==> src/rtl/vending_pkg.sv <==
// Items shared between the vending FSM and the change dispenser:
// change codes, dispenser states and coin selection.
package vending_pkg;

  localparam logic [2:0] CHG_0  = 3'd0;
  localparam logic [2:0] CHG_5  = 3'd1;
  localparam logic [2:0] CHG_10 = 3'd2;
  localparam logic [2:0] CHG_15 = 3'd3;
  localparam logic [2:0] CHG_20 = 3'd4;

  typedef enum logic [2:0] {
    IDLE,
    EJECT_SODA,
    GAP,
    EJECT_COIN,
    DONE,
    FAULT
  } dispense_state_e;

  typedef enum logic {
    COIN_NICKEL,
    COIN_DIME
  } coin_e;

  function automatic logic chg_legal(input logic [2:0] code);
    return code inside {CHG_0, CHG_5, CHG_10, CHG_15, CHG_20};
  endfunction

endpackage

==> src/rtl/pulse_timer.sv <==
// Loadable 8-bit down-counter timing the eject pulses and the gaps between them.
// expired_o marks the final cycle of the loaded length.
module pulse_timer (
  input  logic       clk_i,
  input  logic       rst_ni,
  input  logic       load_i,
  input  logic [7:0] len_i,
  output logic       expired_o
);

  logic [7:0] cnt_q;

  always_ff @(posedge clk_i or negedge rst_ni) begin
    if (!rst_ni) begin
      cnt_q <= '0;
    end else if (load_i) begin
      cnt_q <= len_i;
    end else if (cnt_q != 8'd0) begin
      cnt_q <= cnt_q - 8'd1;
    end
  end

  assign expired_o = (cnt_q == 8'd1);

endmodule

==> src/rtl/change_dispenser.sv <==
// Turns a one-cycle soda/change result into timed soda, dime and nickel eject
// pulses, one at a time, with busy/done/lost-request/fault reporting.
module change_dispenser
  import vending_pkg::*;
#(
  parameter int PULSE_CYCLES = 4,
  parameter int GAP_CYCLES   = 2
) (
  input  logic       clk_i,
  input  logic       rst_ni,
  input  logic       soda_i,
  input  logic [2:0] change_i,
  input  logic       nickel_empty_i,
  input  logic       dime_empty_i,
  input  logic       clear_i,
  output logic       soda_eject_o,
  output logic       nickel_eject_o,
  output logic       dime_eject_o,
  output logic       busy_o,
  output logic       done_o,
  output logic       req_lost_o,
  output logic       fault_o
);

  dispense_state_e state_q, state_d;
  logic [2:0]      rem_q, rem_d;
  coin_e           coin_q, coin_d;
  logic            tmr_load;
  logic [7:0]      tmr_len;
  logic            tmr_expired;

  pulse_timer u_timer (
    .clk_i     (clk_i),
    .rst_ni    (rst_ni),
    .load_i    (tmr_load),
    .len_i     (tmr_len),
    .expired_o (tmr_expired)
  );

  always_comb begin
    state_d = state_q;
    rem_d   = rem_q;
    coin_d  = coin_q;
    unique case (state_q)
      IDLE: begin
        if (soda_i) begin
          if (chg_legal(change_i)) begin
            state_d = EJECT_SODA;
            rem_d   = change_i;
          end else begin
            state_d = FAULT;
          end
        end
      end
      EJECT_SODA, EJECT_COIN: begin
        if (tmr_expired) begin
          if (rem_q == CHG_0) state_d = DONE;
          else                state_d = GAP;
        end
      end
      GAP: begin
        // Hopper sensors only matter on the last gap cycle; greedy dimes first.
        if (tmr_expired) begin
          if (rem_q >= CHG_10 && !dime_empty_i) begin
            coin_d  = COIN_DIME;
            rem_d   = rem_q - CHG_10;
            state_d = EJECT_COIN;
          end else if (!nickel_empty_i) begin
            coin_d  = COIN_NICKEL;
            rem_d   = rem_q - CHG_5;
            state_d = EJECT_COIN;
          end else begin
            state_d = FAULT;
          end
        end
      end
      DONE: state_d = IDLE;
      FAULT: begin
        if (clear_i) begin
          state_d = IDLE;
          rem_d   = '0;
        end
      end
      default: state_d = IDLE;
    endcase
  end

  assign tmr_load = (state_d != state_q) &&
                    (state_d inside {EJECT_SODA, GAP, EJECT_COIN});
  assign tmr_len  = (state_d == GAP) ? 8'(GAP_CYCLES) : 8'(PULSE_CYCLES);

  // Outputs are registered from the next state so they line up with it.
  always_ff @(posedge clk_i or negedge rst_ni) begin
    if (!rst_ni) begin
      state_q        <= IDLE;
      rem_q          <= '0;
      coin_q         <= COIN_NICKEL;
      soda_eject_o   <= 1'b0;
      nickel_eject_o <= 1'b0;
      dime_eject_o   <= 1'b0;
      busy_o         <= 1'b0;
      done_o         <= 1'b0;
      req_lost_o     <= 1'b0;
      fault_o        <= 1'b0;
    end else begin
      state_q        <= state_d;
      rem_q          <= rem_d;
      coin_q         <= coin_d;
      soda_eject_o   <= (state_d == EJECT_SODA);
      nickel_eject_o <= (state_d == EJECT_COIN) && (coin_d == COIN_NICKEL);
      dime_eject_o   <= (state_d == EJECT_COIN) && (coin_d == COIN_DIME);
      busy_o         <= (state_d != IDLE);
      done_o         <= (state_d == DONE);
      req_lost_o     <= soda_i && (state_q != IDLE);
      fault_o        <= (state_d == FAULT);
    end
  end

endmodule

==> config.mk <==
export PLATFORM = sky130hd
export DESIGN_NAME = change_dispenser
export DESIGN_NICKNAME = d
export VERILOG_FILES = /design/src/rtl/vending_pkg.sv /design/src/rtl/pulse_timer.sv /design/src/rtl/change_dispenser.sv
export SDC_FILE = /design/constraint.sdc
export NUM_CORES = 1
export LEC_CHECK = 0
export BUFFER_PORTS_ARGS = -buffer_cell sky130_fd_sc_hd__buf_4
export CORE_ASPECT_RATIO = 0.7
export CORE_MARGIN = 2
export CORE_UTILIZATION = 30
export DETAILED_ROUTE_END_ITERATION = 12
export PLACE_DENSITY_LB_ADDON = 0.2
export SYNTH_ARGS = -nofsm -noshare
export SYNTH_HDL_FRONTEND = slang
export SYNTH_SLANG_ARGS = --single-unit
==> constraint.sdc <==
create_clock -name clk_i -period 3.6 [get_ports clk_i]
set_input_delay 0.36 -clock clk_i [delete_from_list [all_inputs] [get_ports clk_i]]
set_output_delay 0.36 -clock clk_i [all_outputs]
set_load 0.02 [all_outputs]
# After elaboration in Yosys (flattened, before gate mapping)
# Cells that the tools add are included.
[word_totals] reg_bits=22 latchBits=0 ram_bits=0 romBits=0 in_bits=9 out_inout_bits=7 wordCells=77 mem_count=0
[op_classes] add_sub_neg=3 multipliers=0 div_mod_pow=0 order_cmp=1 n_eq_ne=20 shifts=0 mux=23 bitwise=1 reduce_logical=18
[ops] cell="$mux W3" count=15
[ops] cell="$eq A3 B2 Y1 const B" count=6
[ops] cell="$mux W8" count=2
[ops] cell="$eq A3 B3 Y1 const B" count=4
[ops] cell="$pmux W3 S4" count=1
[ops] cell="$reduce_bool A3 Y1" count=4
[ops] cell="$eq A3 B1 Y1 const B" count=3
[ops] cell="$logic_not A3 Y1" count=3
[ops] cell="$pmux W3 S3" count=1
[ops] cell="$eq A8 B1 Y1 const B" count=1
[ops] cell="$ne A2 B2 Y1 const B" count=4
[ops] cell="$reduce_bool A8 Y1" count=1
[ops] cell="$sub A8 B1 Y8 const B" count=1
[ops] cell="$reduce_and A6 Y1" count=1
[ops] cell="$logic_and A1 B1 Y1" count=5
[ops] cell="$reduce_bool A5 Y1" count=1
[ops] cell="$mux W1" count=4
[ops] cell="$ge A3 B2 Y1 const B" count=1
[ops] cell="$ne A3 B3 Y1" count=1
[ops] cell="$ne A3 B3 Y1 const B" count=1
[ops] cell="$sub A3 B1 Y3 const B" count=1
[ops] cell="$sub A3 B2 Y3 const B" count=1
[ops] cell="$reduce_bool A2 Y1" count=1
[ops] cell="$reduce_or A2 Y1" count=1
[ops] cell="2 further kinds" count=2

# Logic depth before layout (Yosys ltp)
[depth] depth_word=9 mapped_depth=9 mapped_depth_nobuf=9

# Cells and area by module
# Synthesis repeated with hierarchy kept, for this count alone.
[hier_totals] hier_cells=146 area_unflattened_um2=1428.9
[modules_own_cells] mod="change_dispenser" instances=1 cells_each=85 area_each_um2=888.4 seq_area_each_um2=350.3
[modules_own_cells] mod="pulse_timer" instances=1 cells_each=61 area_each_um2=540.5 seq_area_each_um2=200.2

# Worst setup path after synthesis
# Ideal clock, no wire load.
[synth_path] path_kind="register to register" startpoint="register u_timer.cnt_q[1]" endpoint="register u_timer.cnt_q[0]" setup_ps=119 arrival_ps=2126 required_time_ps=3481 setup_slack_ps=1355 path_stages_with_launch=9 n_path_buf=0 synth_period_minus_slack_ps=2245 path_cell_list="dfrtp_1 -> inv_1 -> ha_1 -> or3b_2 -> or2_4 -> or3_4 -> a31oi_4 -> o21a_4 -> nor2_2"
[synth_between] elab_chain_len=7 elab_cells_between_ends=13 cone_classes="eq/ne (5); mux (4); reduce/logical (4)"
[synth_lines] element="from (decl)" line_no="pulse_timer.sv:11" rtl="logic [7:0] cnt_q;"
[synth_lines] element="from (signal assigned)" line_no="pulse_timer.sv:17" rtl="cnt_q <= len_i;"
[synth_lines] element="from (signal assigned)" line_no="pulse_timer.sv:19" rtl="cnt_q <= cnt_q - 8'd1;"
[synth_lines] element="$eq A8 B1 Y1 (*)" line_no="pulse_timer.sv:23" rtl="assign expired_o = (cnt_q == 8'd1);"
[synth_lines] element="$mux W3, on equally long branches" line_no="change_dispenser.sv:63, change_dispenser.sv:56"
[synth_lines] element="$pmux W3 S4 (*)" line_no="change_dispenser.sv:44" rtl="unique case (state_q)"
[synth_lines] element="named net state_d[1]" line_no="change_dispenser.sv:25" rtl="dispense_state_e state_q, state_d;"
[synth_lines] element="$eq A3 B1 Y1 or $eq A3 B2 Y1 (tied branches)" line_no="change_dispenser.sv:89" rtl="(state_d inside {EJECT_SODA, GAP, EJECT_COIN});"
[synth_lines] element="$reduce_bool A3 Y1" line_no="change_dispenser.sv:89"
[synth_lines] element="$logic_and A1 B1 Y1 (*)" line_no="change_dispenser.sv:88" rtl="assign tmr_load = (state_d != state_q) &&"
[synth_lines] element="$mux W8 or $reduce_bool A2 Y1 (tied branches)"
# Mark *: on every way through the listed nets, which the timed path passes. The rest lies on a longest branch.
# A chain may end at the register's enable or synchronous reset.

# Worst setup path after layout
[layout_path] startpoint="register u_timer.cnt_q[1]" endpoint="register u_timer.cnt_q[7]"
# The elaborated chain is that of the path after synthesis.

==> flow_summary_export.csv <==
group,metric,value,unit
run_status,status,"completed",
route,ant_nets,0,
power,p_total,1.312,mW
clock_network,cts_tree,"built",
setup_path,cp_data_arrival_time,2.55,ns
yosys,synth-main-ff-cell,"dfrtp_1",
yosys,synth-seq-cells,22,
setup_path,cp_slowest_cell,"or3b_2",
floorplan,io_pins,16,
floorplan,die_y,58.38,µm
floorplan,core_region_area,0.003994,mm²
finish,regMostFlops,"u_timer.cnt_q",
finish,layout-drive-gt1-share,27.97,%
sta,fin_setup_tns,0,ns
finish,area_growth,19.25,%
floorplan,die_x,81.69,µm
route,wl,2.584,mm
global_route,grt_max_degree,23,
placed_design,io_buffers,15,
clock_network,clkTransAtPathRegs,0.08,ns
placed_design,detailed_place_hpwl,1.977,mm
yosys,synth_cells,125,
sta,fin_crit,2.384,ns
route,drc,0,
yosys,avgSynthCellArea,10.14,µm²
global_route,grt.total_usage,12.21,%
route,drtIter0Drc,64,
yosys,synth.most_common_cell,"dfrtp_1",
yosys,synth_common_cells,"dfrtp_1 (22), nand2_1 (9), a21oi_1 (8), inv_1 (8), nor2_1 (8)",
sta,drv_slew,0,
global_route,grt_pass1_wl,4.429,mm
power,p_leak,0.6744,nW
finish,final_util,37.84,%
clock_network,cts.sinks,22,
clock_network,clock_path_buffers,2,
route,via_count,964,
finish,largest_register_ff_count,8,
global_route,grt_pass1_vias,929,
yosys,synth_edf_count,0,
min_path,hold_class,"primary input to flip-flop",
yosys,ys_seq_area_share,43.44,%
yosys,netlist.area_leader.share,43.44,%
finish,top_regs,"u_timer.cnt_q: 8 flops, rem_q: 3 flops, state_q: 3 flops",
finish,fin_nets,159,
setup_path,critPathKind,"flip-flop to flip-flop",
sta,worstMarginPinSlew,0.5196,ns
setup_path,endpoint_kind,"flip-flop",
setup_path,path_cells,"inv_1 -> ha_1 -> or3b_2 -> or2_4 -> or3_4 -> a31oi_4 -> o21a_4 -> nor2_2",
yosys,syn_area,0.001267,mm²
yosys,synth-warning-count,0,
global_route,overflow,0,
setup_path,worstSetupStartpointType,"flip-flop",
finish,nFillCells,398,
sta,holdWs,0.3746,ns
setup_path,critical_path.max_fanout,6,
power,ir_drop,0.3547,mV
floorplan,initial_core_util,31.74,%
setup_path,r2r_slack,1.22,ns
sta,finalCritPeriodShare,66.22,%
yosys,synth.top_cells.by_area,"dfrtp_1 (43%), ha_1 (5.9%), a21oi_1 (3.2%)",
route,dr.pass1.iters,4,
sta,clock-skew-final,0.001928,ns
yosys,async_reset_ff_share,100.0,%
setup_path,cp_data_required_time,3.76,ns
clock_network,cts_max_level,1,
sta,fmax,419.5,MHz
sta,grt_setup_unrepaired,"false",
sta,relSlewSlack,65.12,%
clock_network,cts-root-buf,"clkbuf_8",
floorplan,rows,19,
clock_network,cts_buffers,3,
yosys,synth_largest_area_cell,"dfrtp_1",
setup_path,cp-startpoint,"u_timer.cnt_q[1]",
yosys,ys_types,43,
clock_network,clk_latency,0.26,ns
yosys,syn_nets,140,
power,powerDensity,868.2,mW/mm²
sta,setup_viol,0,
setup_path,slowest_delay,0.50,ns
route,routed_via_density,4.944,
finish,n_antenna_cell,0,
global_route,antenna_found_initial,0,
flow_run,maxCapViolations,0,
min_path,min_from,"soda_i",
sta,final_hold_viol_count,0,
setup_path,rr_startpoint,"u_timer.cnt_q[1]",
floorplan,die-area,0.004769,mm²
placed_design,place.gp.congestion,0.8540,
route,drt-wirelength-per-cell,13.25,µm
-- power by group --
group / internal, mW / switching [mW]
sequential: 0.344 / 0.0807
clock: 0.149 / 0.0852
combinational: 0.288 / 0.366
total: 0.781 / 0.532
-- worst max-delay path, delay by kind of cell, from the launching register on --
family	cells	cell delay (ns)
compound gates	2	0.49
flops	1	0.41
simple gates	4	1.15
fa+ha+maj	1	0.13
buf+inv	1	0.09
-- path summary, 6_finish.rpt --
kind | end | cells past startpoint
min reg2reg | rem_q[0] | 1
min in group asynchronous | state_q[0] | 2
max in group asynchronous | rem_q[0] | 2
max reg2reg | u_timer.cnt_q[7] | 8
min | req_lost_o | 2
max | u_timer.cnt_q[7] | 8
-- metrics by stage --
| stage | setup slack, ns | instance area (µm²) | cells |
|---|---|---|---|
| after floorplan | 1.355 | 1267 | 125 |
| after detailed placement | 1.229 | 1430 | 190 |
| final | 1.216 | 1511 | 195 |
| after global routing | 1.102 | 1511 | 195 |
| after CTS | 1.208 | 1511 | 195 |
| after global placement | 1.246 | 1430 | 190 |
-- timing repair --
action,4_1_cts,5_1_grt
resized for setup,0,0
hold buffers,1,0
buffers inserted,0,0
endpoints found under the hold margin,22,0
-- cells in the final DEF, fill, tap and decap left out, types with 2 or more instances in the layout --
cell,synthesis,final
a21oi_1,8,8
a22o_1,2,2
buf_4,0,15
clkbuf_8,0,3
dfrtp_1,22,22
ha_1,6,6
inv_1,8,8
mux2i_1,2,2
nand2_1,9,9
nand2b_1,2,2
nor2_1,8,8
nor2_2,6,6
nor2b_1,2,2
nor3_1,4,4
nor3b_1,2,2
o21a_1,3,3
o21ai_0,7,7
or3_1,2,2
or3b_2,3,3
xnor2_1,4,4
-- metal layers --
metal	vias to the layer above	wire length [µm]	track usage, %
met5	-	0	0
met4	0	14	4.286
met3	2	107	3.374
met2	20	1054	17.92
met1	462	1407	17.32
li1	480	-	-
-- cell type report --
cell class / instances / area [µm²] / share of cell area (%)
multi-input cells: 93 / 671.9 / 44.45
clock inverters: 1 / 30.03 / 1.987
inverters: 8 / 30.03 / 1.987
well taps: 52 / 65.06 / 4.305
clock buffers: 3 / 41.29 / 2.732
repair buffers: 16 / 122.6 / 8.113
flip-flops and latches: 22 / 550.5 / 36.42
-- cell families after synthesis --
logic type	Yosys count	share of synthesized area (%)
simple gates	47	22.31
compound gates	34	20.43
mux	2	1.580
buf+inv	10	3.554
xor+xnor	4	2.764
flops	22	43.44
fa+ha+maj	6	5.923
No activity file was read; power rests on OpenSTA's default activity.
